`src/rtl/fb_swap_if.sv`:
```
// Framebuffer swap handshake between the render side, the display timing and the swap controller.
// The master drives the request and vsync pulses; the slave owns the buffer addresses and status.
interface fb_swap_if #(
  parameter int ADDR_WIDTH = 25
);
  logic                  swap_fb;
  logic                  fb_swapped;
  logic [ADDR_WIDTH-1:0] render_addr;
  logic                  vsync;
  logic [ADDR_WIDTH-1:0] disp_addr;
  logic                  swap_pending;
  logic [15:0]           frame_drop_cnt;

  modport master (
    output swap_fb,
    output vsync,
    input  fb_swapped,
    input  render_addr,
    input  disp_addr,
    input  swap_pending,
    input  frame_drop_cnt
  );

  modport slave (
    input  swap_fb,
    input  vsync,
    output fb_swapped,
    output render_addr,
    output disp_addr,
    output swap_pending,
    output frame_drop_cnt
  );
endinterface

```
`src/rtl/fb_swap_controller.sv`:
```
// Framebuffer ownership/swap controller: double or triple buffering, vsync-locked or immediate
// commits, optional mailbox frame dropping. All outputs are registered.
module fb_swap_controller #(
  parameter int          ADDR_WIDTH   = 25,
  parameter int          FB_COUNT     = 2,
  parameter int unsigned FB_BASE_ADDR = 32'h0010_0000,
  parameter int unsigned FB_STRIDE    = 32'h0004_0000,
  parameter bit          VSYNC_WAIT   = 1'b1,
  parameter bit          DROP_FRAMES  = 1'b1
) (
  input  logic       aclk,
  input  logic       rst,
  fb_swap_if.slave   bus
);

  typedef enum logic [0:0] {
    IDLE       = 1'b0,
    WAIT_VSYNC = 1'b1
  } state_t;

  localparam bit TRIPLE   = (FB_COUNT == 3);
  // Without vsync locking a triple-buffered swap can never stall, so it always overwrites.
  localparam bit EFF_DROP = DROP_FRAMES || !VSYNC_WAIT;

  function automatic logic [ADDR_WIDTH-1:0] fb_addr(input logic [1:0] idx);
    logic [63:0] a;
    a = 64'(FB_BASE_ADDR) + (64'(idx) * 64'(FB_STRIDE));
    return a[ADDR_WIDTH-1:0];
  endfunction

  state_t                state_r, state_s;
  logic [1:0]            render_idx_r, render_idx_s;
  logic [1:0]            disp_idx_r, disp_idx_s;
  logic [1:0]            ready_idx_r, ready_idx_s;
  logic                  ready_vld_r, ready_vld_s;
  logic                  stall_s;
  logic                  swap_req_s;
  logic                  commit_s;
  logic                  drop_s;
  logic [ADDR_WIDTH-1:0] render_addr_r, disp_addr_r;
  logic                  fb_swapped_r, swap_pending_r;
  logic [15:0]           drop_cnt_r;

  // A request that arrives in IDLE but cannot be committed this cycle.
  always_comb begin
    stall_s = 1'b0;
    if (TRIPLE) begin
      stall_s = ready_vld_r && !bus.vsync && !EFF_DROP;
    end else begin
      stall_s = VSYNC_WAIT && !bus.vsync;
    end
  end

  // FSM state register.
  always_ff @(posedge aclk) begin
    if (rst) begin
      state_r <= IDLE;
    end else begin
      state_r <= state_s;
    end
  end

  // FSM next-state logic.
  always_comb begin
    state_s = state_r;
    case (state_r)
      IDLE: begin
        if (bus.swap_fb && stall_s) begin
          state_s = WAIT_VSYNC;
        end else begin
          state_s = IDLE;
        end
      end
      WAIT_VSYNC: begin
        if (bus.vsync) begin
          state_s = IDLE;
        end else begin
          state_s = WAIT_VSYNC;
        end
      end
      default: state_s = IDLE;
    endcase
  end

  // FSM output logic: buffer role updates, commit and drop events.
  always_comb begin
    render_idx_s = render_idx_r;
    disp_idx_s   = disp_idx_r;
    ready_idx_s  = ready_idx_r;
    ready_vld_s  = ready_vld_r;
    commit_s     = 1'b0;
    drop_s       = 1'b0;
    swap_req_s   = ((state_r == IDLE) && bus.swap_fb && !stall_s) ||
                   ((state_r == WAIT_VSYNC) && bus.vsync);
    if (TRIPLE) begin
      // The display advance is evaluated first so a same-cycle swap sees the freed buffer.
      if (bus.vsync && ready_vld_r) begin
        disp_idx_s  = ready_idx_r;
        ready_vld_s = 1'b0;
      end else begin
        disp_idx_s  = disp_idx_r;
        ready_vld_s = ready_vld_r;
      end
      if (swap_req_s) begin
        commit_s    = 1'b1;
        ready_idx_s = render_idx_r;
        if (!ready_vld_s) begin
          // Indices 0+1+2 sum to 3, so the free buffer is whatever render and display leave over.
          render_idx_s = 2'd3 - render_idx_r - disp_idx_s;
          ready_vld_s  = 1'b1;
        end else begin
          render_idx_s = ready_idx_r;
          drop_s       = 1'b1;
        end
      end else begin
        commit_s = 1'b0;
      end
    end else begin
      if (swap_req_s) begin
        render_idx_s = disp_idx_r;
        disp_idx_s   = render_idx_r;
        commit_s     = 1'b1;
      end else begin
        commit_s = 1'b0;
      end
    end
  end

  // Buffer role registers and registered outputs.
  always_ff @(posedge aclk) begin
    if (rst) begin
      render_idx_r   <= 2'd0;
      disp_idx_r     <= 2'(FB_COUNT - 1);
      ready_idx_r    <= 2'd0;
      ready_vld_r    <= 1'b0;
      render_addr_r  <= fb_addr(2'd0);
      disp_addr_r    <= fb_addr(2'(FB_COUNT - 1));
      fb_swapped_r   <= 1'b0;
      swap_pending_r <= 1'b0;
      drop_cnt_r     <= 16'd0;
    end else begin
      render_idx_r   <= render_idx_s;
      disp_idx_r     <= disp_idx_s;
      ready_idx_r    <= ready_idx_s;
      ready_vld_r    <= ready_vld_s;
      render_addr_r  <= fb_addr(render_idx_s);
      disp_addr_r    <= fb_addr(disp_idx_s);
      fb_swapped_r   <= commit_s;
      swap_pending_r <= (state_s == WAIT_VSYNC);
      if (drop_s && (drop_cnt_r != 16'hFFFF)) begin
        drop_cnt_r <= drop_cnt_r + 16'd1;
      end else begin
        drop_cnt_r <= drop_cnt_r;
      end
    end
  end

  assign bus.render_addr    = render_addr_r;
  assign bus.disp_addr      = disp_addr_r;
  assign bus.fb_swapped     = fb_swapped_r;
  assign bus.swap_pending   = swap_pending_r;
  assign bus.frame_drop_cnt = drop_cnt_r;

endmodule

```
`src/flat_wrapper.sv`:
```
// flat-port wrapper written by rule: the top's interface ports become plain ports
module fb_swap_controller_flat 
#(
  parameter int          ADDR_WIDTH   = 25,
  parameter int          FB_COUNT     = 2,
  parameter int unsigned FB_BASE_ADDR = 32'h0010_0000,
  parameter int unsigned FB_STRIDE    = 32'h0004_0000,
  parameter bit          VSYNC_WAIT   = 1'b1,
  parameter bit          DROP_FRAMES  = 1'b1
)
  (aclk, rst, bus_swap_fb, bus_vsync, bus_fb_swapped, bus_render_addr, bus_disp_addr, bus_swap_pending, bus_frame_drop_cnt);
  fb_swap_if #(.ADDR_WIDTH(ADDR_WIDTH)) bus_i ();
  input  logic aclk;
  input  logic rst;
  input wire logic [$bits(bus_i.swap_fb)-1:0] bus_swap_fb;
  input wire logic [$bits(bus_i.vsync)-1:0] bus_vsync;
  output wire logic [$bits(bus_i.fb_swapped)-1:0] bus_fb_swapped;
  output wire logic [$bits(bus_i.render_addr)-1:0] bus_render_addr;
  output wire logic [$bits(bus_i.disp_addr)-1:0] bus_disp_addr;
  output wire logic [$bits(bus_i.swap_pending)-1:0] bus_swap_pending;
  output wire logic [$bits(bus_i.frame_drop_cnt)-1:0] bus_frame_drop_cnt;
  assign bus_i.swap_fb = bus_swap_fb;
  assign bus_i.vsync = bus_vsync;
  assign bus_fb_swapped = bus_i.fb_swapped;
  assign bus_render_addr = bus_i.render_addr;
  assign bus_disp_addr = bus_i.disp_addr;
  assign bus_swap_pending = bus_i.swap_pending;
  assign bus_frame_drop_cnt = bus_i.frame_drop_cnt;
  fb_swap_controller #(.ADDR_WIDTH(ADDR_WIDTH), .FB_COUNT(FB_COUNT), .FB_BASE_ADDR(FB_BASE_ADDR), .FB_STRIDE(FB_STRIDE), .VSYNC_WAIT(VSYNC_WAIT), .DROP_FRAMES(DROP_FRAMES)) u_core (.aclk(aclk), .rst(rst), .bus(bus_i));
endmodule
```
`config.mk`:
```
export PLATFORM = sky130hd
export DESIGN_NAME = fb_swap_controller_flat
export DESIGN_NICKNAME = d
export VERILOG_FILES = /design/src/rtl/fb_swap_if.sv /design/src/rtl/fb_swap_controller.sv /design/src/flat_wrapper.sv
export SDC_FILE = /design/constraint.sdc
export NUM_CORES = 1
export LEC_CHECK = 0
export BUFFER_PORTS_ARGS = -buffer_cell sky130_fd_sc_hd__buf_2
export CAP_MARGIN = 20
export CORE_MARGIN = 2
export CORE_UTILIZATION = 35
export CTS_CLUSTER_DIAMETER = 40
export DETAILED_ROUTE_END_ITERATION = 7
export GPL_TIMING_DRIVEN = 0
export PLACE_DENSITY = 0.8
export RECOVER_POWER = 50
export SYNTH_ARGS = -nofsm -noshare
export SYNTH_HDL_FRONTEND = slang
export SYNTH_SLANG_ARGS = --single-unit
```
`constraint.sdc`:
```
create_clock -name aclk -period 1 [get_ports aclk]
set_clock_uncertainty 0.05 [all_clocks]
set_input_delay 0.05 -clock aclk [delete_from_list [all_inputs] [get_ports aclk]]
set_output_delay 0.05 -clock aclk [all_outputs]
set_load 0.1 [all_outputs]
```
Yosys cells after proc, flatten, opt, wreduce, memory -nomap -nowiden
Index checks and enable logic that the tools add are counted.
- memories kept: 0
- RAM bits: 0
- flip-flop bits (word level): 56
- memory bits (read-only): 0
- input bits: 4
- word-level logic and storage cells: 21
- latch bits: 0
- output and inout port bits: 68
- divide/modulo/power cells: 0
- $lt $le $gt $ge: 0
- shifts and indexed selects: 0
- bitwise logic cells: 1
- multiply operators: 0
- reduce and logical (&&, ||, !) cells: 6
- mux-type cells: 6
- equal/unequal tests: 0
- $add $sub $neg: 2
- operators by type and width (cell ; count):
    adder 21 x 20 -> 22 bit, first input constant ; 2
    logical AND 1 bit ; 4
    2-to-1 mux 2 bit ; 2
    2-to-1 mux 1 bit ; 3
    one-hot mux 1 bit (2 select lines) ; 1
    logical NOT 1 bit ; 1
    logical OR 1 bit ; 1
    inverter 1 bit ; 1

Logic depth before layout (Yosys ltp)
- word-level depth: 6
- gate-level depth with buffers: 2
- mapped depth without buffers: 2

Worst setup path before layout
No wires, ideal clock.
- kind: register to register
- start point: register u_core.state_r
- end point: register u_core.disp_addr_r[19] (netlist: u_core.bus.disp_addr[19])
- arrival time: 1.399 ns
- stages on the path, launching flop included: 3
- data required time: 0.877 ns
- buffers on the path: 0
- clock period less this slack: 1.522 ns
- path slack: -0.522 ns
- cells stage by stage: dfxtp_1 -> o21a_4 -> mux2i_1
- longest elaborated chain between the ends: 6
- RTL lines (item ; line ; text):
    start: declaration ; fb_swap_controller.sv:31 ; state_t state_r, state_s;
    start signal: assignment ; fb_swap_controller.sv:59 ; state_r <= state_s;
    inverter 1 bit ; fb_swap_controller.sv:93 ; swap_req_s = ((state_r == IDLE) && bus.swap_fb && !stall_s) ||
    logical AND 1 bit (2 in series) ; fb_swap_controller.sv:93 ;
    logical OR 1 bit (*) ; fb_swap_controller.sv:93 ;
    2-to-1 mux 2 bit (*) ; fb_swap_controller.sv:119 ; if (swap_req_s) begin
    adder 21 x 20 -> 22 bit (*) ; fb_swap_controller.sv:27 ; a = 64'(FB_BASE_ADDR) + (64'(idx) * 64'(FB_STRIDE));
    end signal: assignment ; fb_swap_controller.sv:137 ; disp_addr_r <= fb_addr(2'(FB_COUNT - 1));
    end signal: assignment ; fb_swap_controller.sv:147 ; disp_addr_r <= fb_addr(disp_idx_s);
    end: declaration ; fb_swap_controller.sv:40 ; logic [ADDR_WIDTH-1:0] render_addr_r, disp_addr_r;
Every way passes the cells marked *; elsewhere a longest branch is shown, timed or not.
A chain may end at the register's enable or synchronous reset.

==> flow_summary_export.csv <==
group,metric,value,unit
global_route,grt_pass1_vias,418,
worst_setup_path,crit_end,"bus_swap_pending",
worst_setup_path,crit_slowest_cell,"dfxtp_4",
routing,drc,0,
routing,drt_iter0_drc,0,
logic_synthesis,yosysSeqAreaShare,0.172,
worst_setup_path,cp.depth,1,
worst_setup_path,r2r_end,"u_core.bus.disp_addr[19]",
worst_setup_path,endpoint_kind,"output port",
finish,layout_common_cells,"67 x buf_4, 62 x conb_1, 4 x nand2b_1, 4 x mux2i_1",
sta,slew_viol_final,0,
min_path,hp-class,"input port to flip-flop",
placement,place_ws,0.148,ns
power_and_ir_drop,power.density,1730,mW/mm2
finish,antennaDiodeCount,0,
logic_synthesis,ys_types,9,
worst_setup_path,worstPathArrival,0.87,ns
logic_synthesis,ys_seq_elements,6,
clock_tree,h-tree-depth,1,
placement,io_buffer_count,9,
clock_tree,cts_tree,"yes",
sta,hold_violations,0,
routing,wirelength,1.13,mm
sta,min_period,0.965,ns
floorplan,die_h,48.6,um
clock_tree,cts_sinks,6,
logic_synthesis,synth_area_per_cell,8.30,um2
clock_tree,insertion_delay,0.24,ns
sta,rsz0062_at_grt,"false",
worst_setup_path,regToRegStartpoint,"u_core.state_r",
routing,ant_nets,0,
worst_setup_path,r2r_cells,2,
worst_setup_path,cp_max_fo,3,
global_route,grtUsageTotal,0.0960,
floorplan,die_w,48.6,um
worst_setup_path,critPathLaunch,"u_core.state_r",
routing,wl_per_cell,6.11,um
run,drv_cap,0,
logic_synthesis,synth_top_cells_by_area,"buf_4 67%, dfxtp_1 17%, mux2i_1 5.7%",
global_route,grt_max_degree,9,
worst_setup_path,max_stage_delay,0.35,ns
global_route,grt_pass1_wl,1.76,mm
worst_setup_path,path_buf_inv,1,
sta,fmax,1040,MHz
global_route,antenna_found_initial,0,
sta,fin_crit_sh,0.965,
clock_tree,cts_buffers,3,
floorplan,pin_count,72,
floorplan,row_count,16,
finish,final_nets,163,
logic_synthesis,ys_warn_count,0,
finish,area_delta_synth_final,53.5,%
min_path,min_from,"rst",
routing,first_pass_iters,1,
clock_tree,cts_buffer_depth,2,
worst_setup_path,crit_path_start_kind,"flip-flop",
clock_tree,clk_pin_slew_worst_paths,0.04,ns
routing,vias,518,
worst_setup_path,crit_family,"flip-flops",
sta,setup_violations,0,
worst_setup_path,cp_data_required_time,0.90,ns
placement,place_congestion,0.627,
logic_synthesis,yosysTopAreaCellShare,0.668,
floorplan,start_util,0.363,
logic_synthesis,syn_area,697,um2
clock_tree,root_buffer,"clkbuf_4",
power_and_ir_drop,p_leak,0.687,nW
logic_synthesis,synth_cells,84,
power_and_ir_drop,peakVddDrop,0.000847,V
finish,drive_gt1_frac,0.506,
sta,whs,0.0112,ns
worst_setup_path,rrSetupSlack,0.16,ns
logic_synthesis,yosys.area.top_type,"buf_4",
routing,vias_per_cell,2.80,
run_status,outcome,"finished clean",
finish,final_common_cell,"buf_4",
clock_tree,postCtsSetupRepairBufs,0,
floorplan,fp.coreArea,0.00192,mm2
worst_setup_path,path_cells,"buf_4",
global_route,grt_overflow,0,
floorplan,die_area,0.00236,mm2
sta,setup_ws,0.0347,ns
worst_setup_path,path_class,"flip-flop to output port",
## cells in the mapped netlist (all sizes together)
library cell  count
conb              2
nand2b            4
buf              62
nor3b             1
nor2              3
nor3              1
mux2i             4
dfxtp             6
o21a              1
## state kept, by name, indices dropped and copies added (netlist names)
register	flops
u_core.bus.disp_addr	2
u_core.bus.fb_swapped	1
u_core.render_idx_r	2
u_core.state_r	1
## per-stage QoR
step	utilization	area (um2)	instances	setup TNS (ns)	power, W
2_1_floorplan	-	937	144	-0.0134	0.00156
3_3_place_gp	0.529	1020	180	0	0.00159
3_5_place_dp	0.529	1020	180	0	0.00159
4_1_cts	0.555	1070	185	0	0.00185
5_1_grt	0.557	1070	185	0	0.00190
6_report	0.557	1070	185	0	0.00185
## worst min path at each step
stage	cells after the start	slack [ns]	to
after floorplan	1	0.07	u_core.state_r
after global placement	2	0.19	u_core.state_r
after detailed placement	2	0.20	u_core.state_r
after CTS	2	0.01	u_core.state_r
after global routing	2	0.03	u_core.state_r
final	2	0.01	u_core.state_r
## layout make-up
cell class              instances  area [um2]
repair buffers                 10        73.8
plain buffers                  62         465
multi-input cells              76         337
well taps                      27        33.8
fillers                       202         852
flip-flops and latches          6         134
clock buffers                   4        26.3
## logic make-up (layout without fill, tap and decap cells)
family / count (synthesis) / after routing / share of synthesized area
flip-flops: 6 / 6 / 0.172
AO/OA/AOI/OAI: 1 / 1 / 0.0215
other: 2 / 62 / 0.0108
multiplexers: 4 / 4 / 0.0575
AND/OR/NAND/NOR: 9 / 9 / 0.0700
buffers and inverters: 62 / 76 / 0.668
## what timing repair did
item / CTS / global route
endpoints found under the hold margin: 1 / 0
endpoints found under the setup margin: 6 / 1
resized for setup: 6 / 1
hold buffers: 1 / 0
## per-layer routing
layer	vias to the layer above	wire (um)	track usage
met3	0	189	0.0617
met2	39	608	0.187
met1	196	333	0.0759
met4	0	0	0.0286
li1	283	-	-
met5	-	0	0
## power breakdown
group | switching [W] | internal [W] | total, W
Sequential | 0.00000934 | 0.000247 | 0.000256
Combinational | 0.00115 | 0.000206 | 0.00135
Clock | 0.0000849 | 0.000151 | 0.000236
Power figures use the tool's default switching activity.
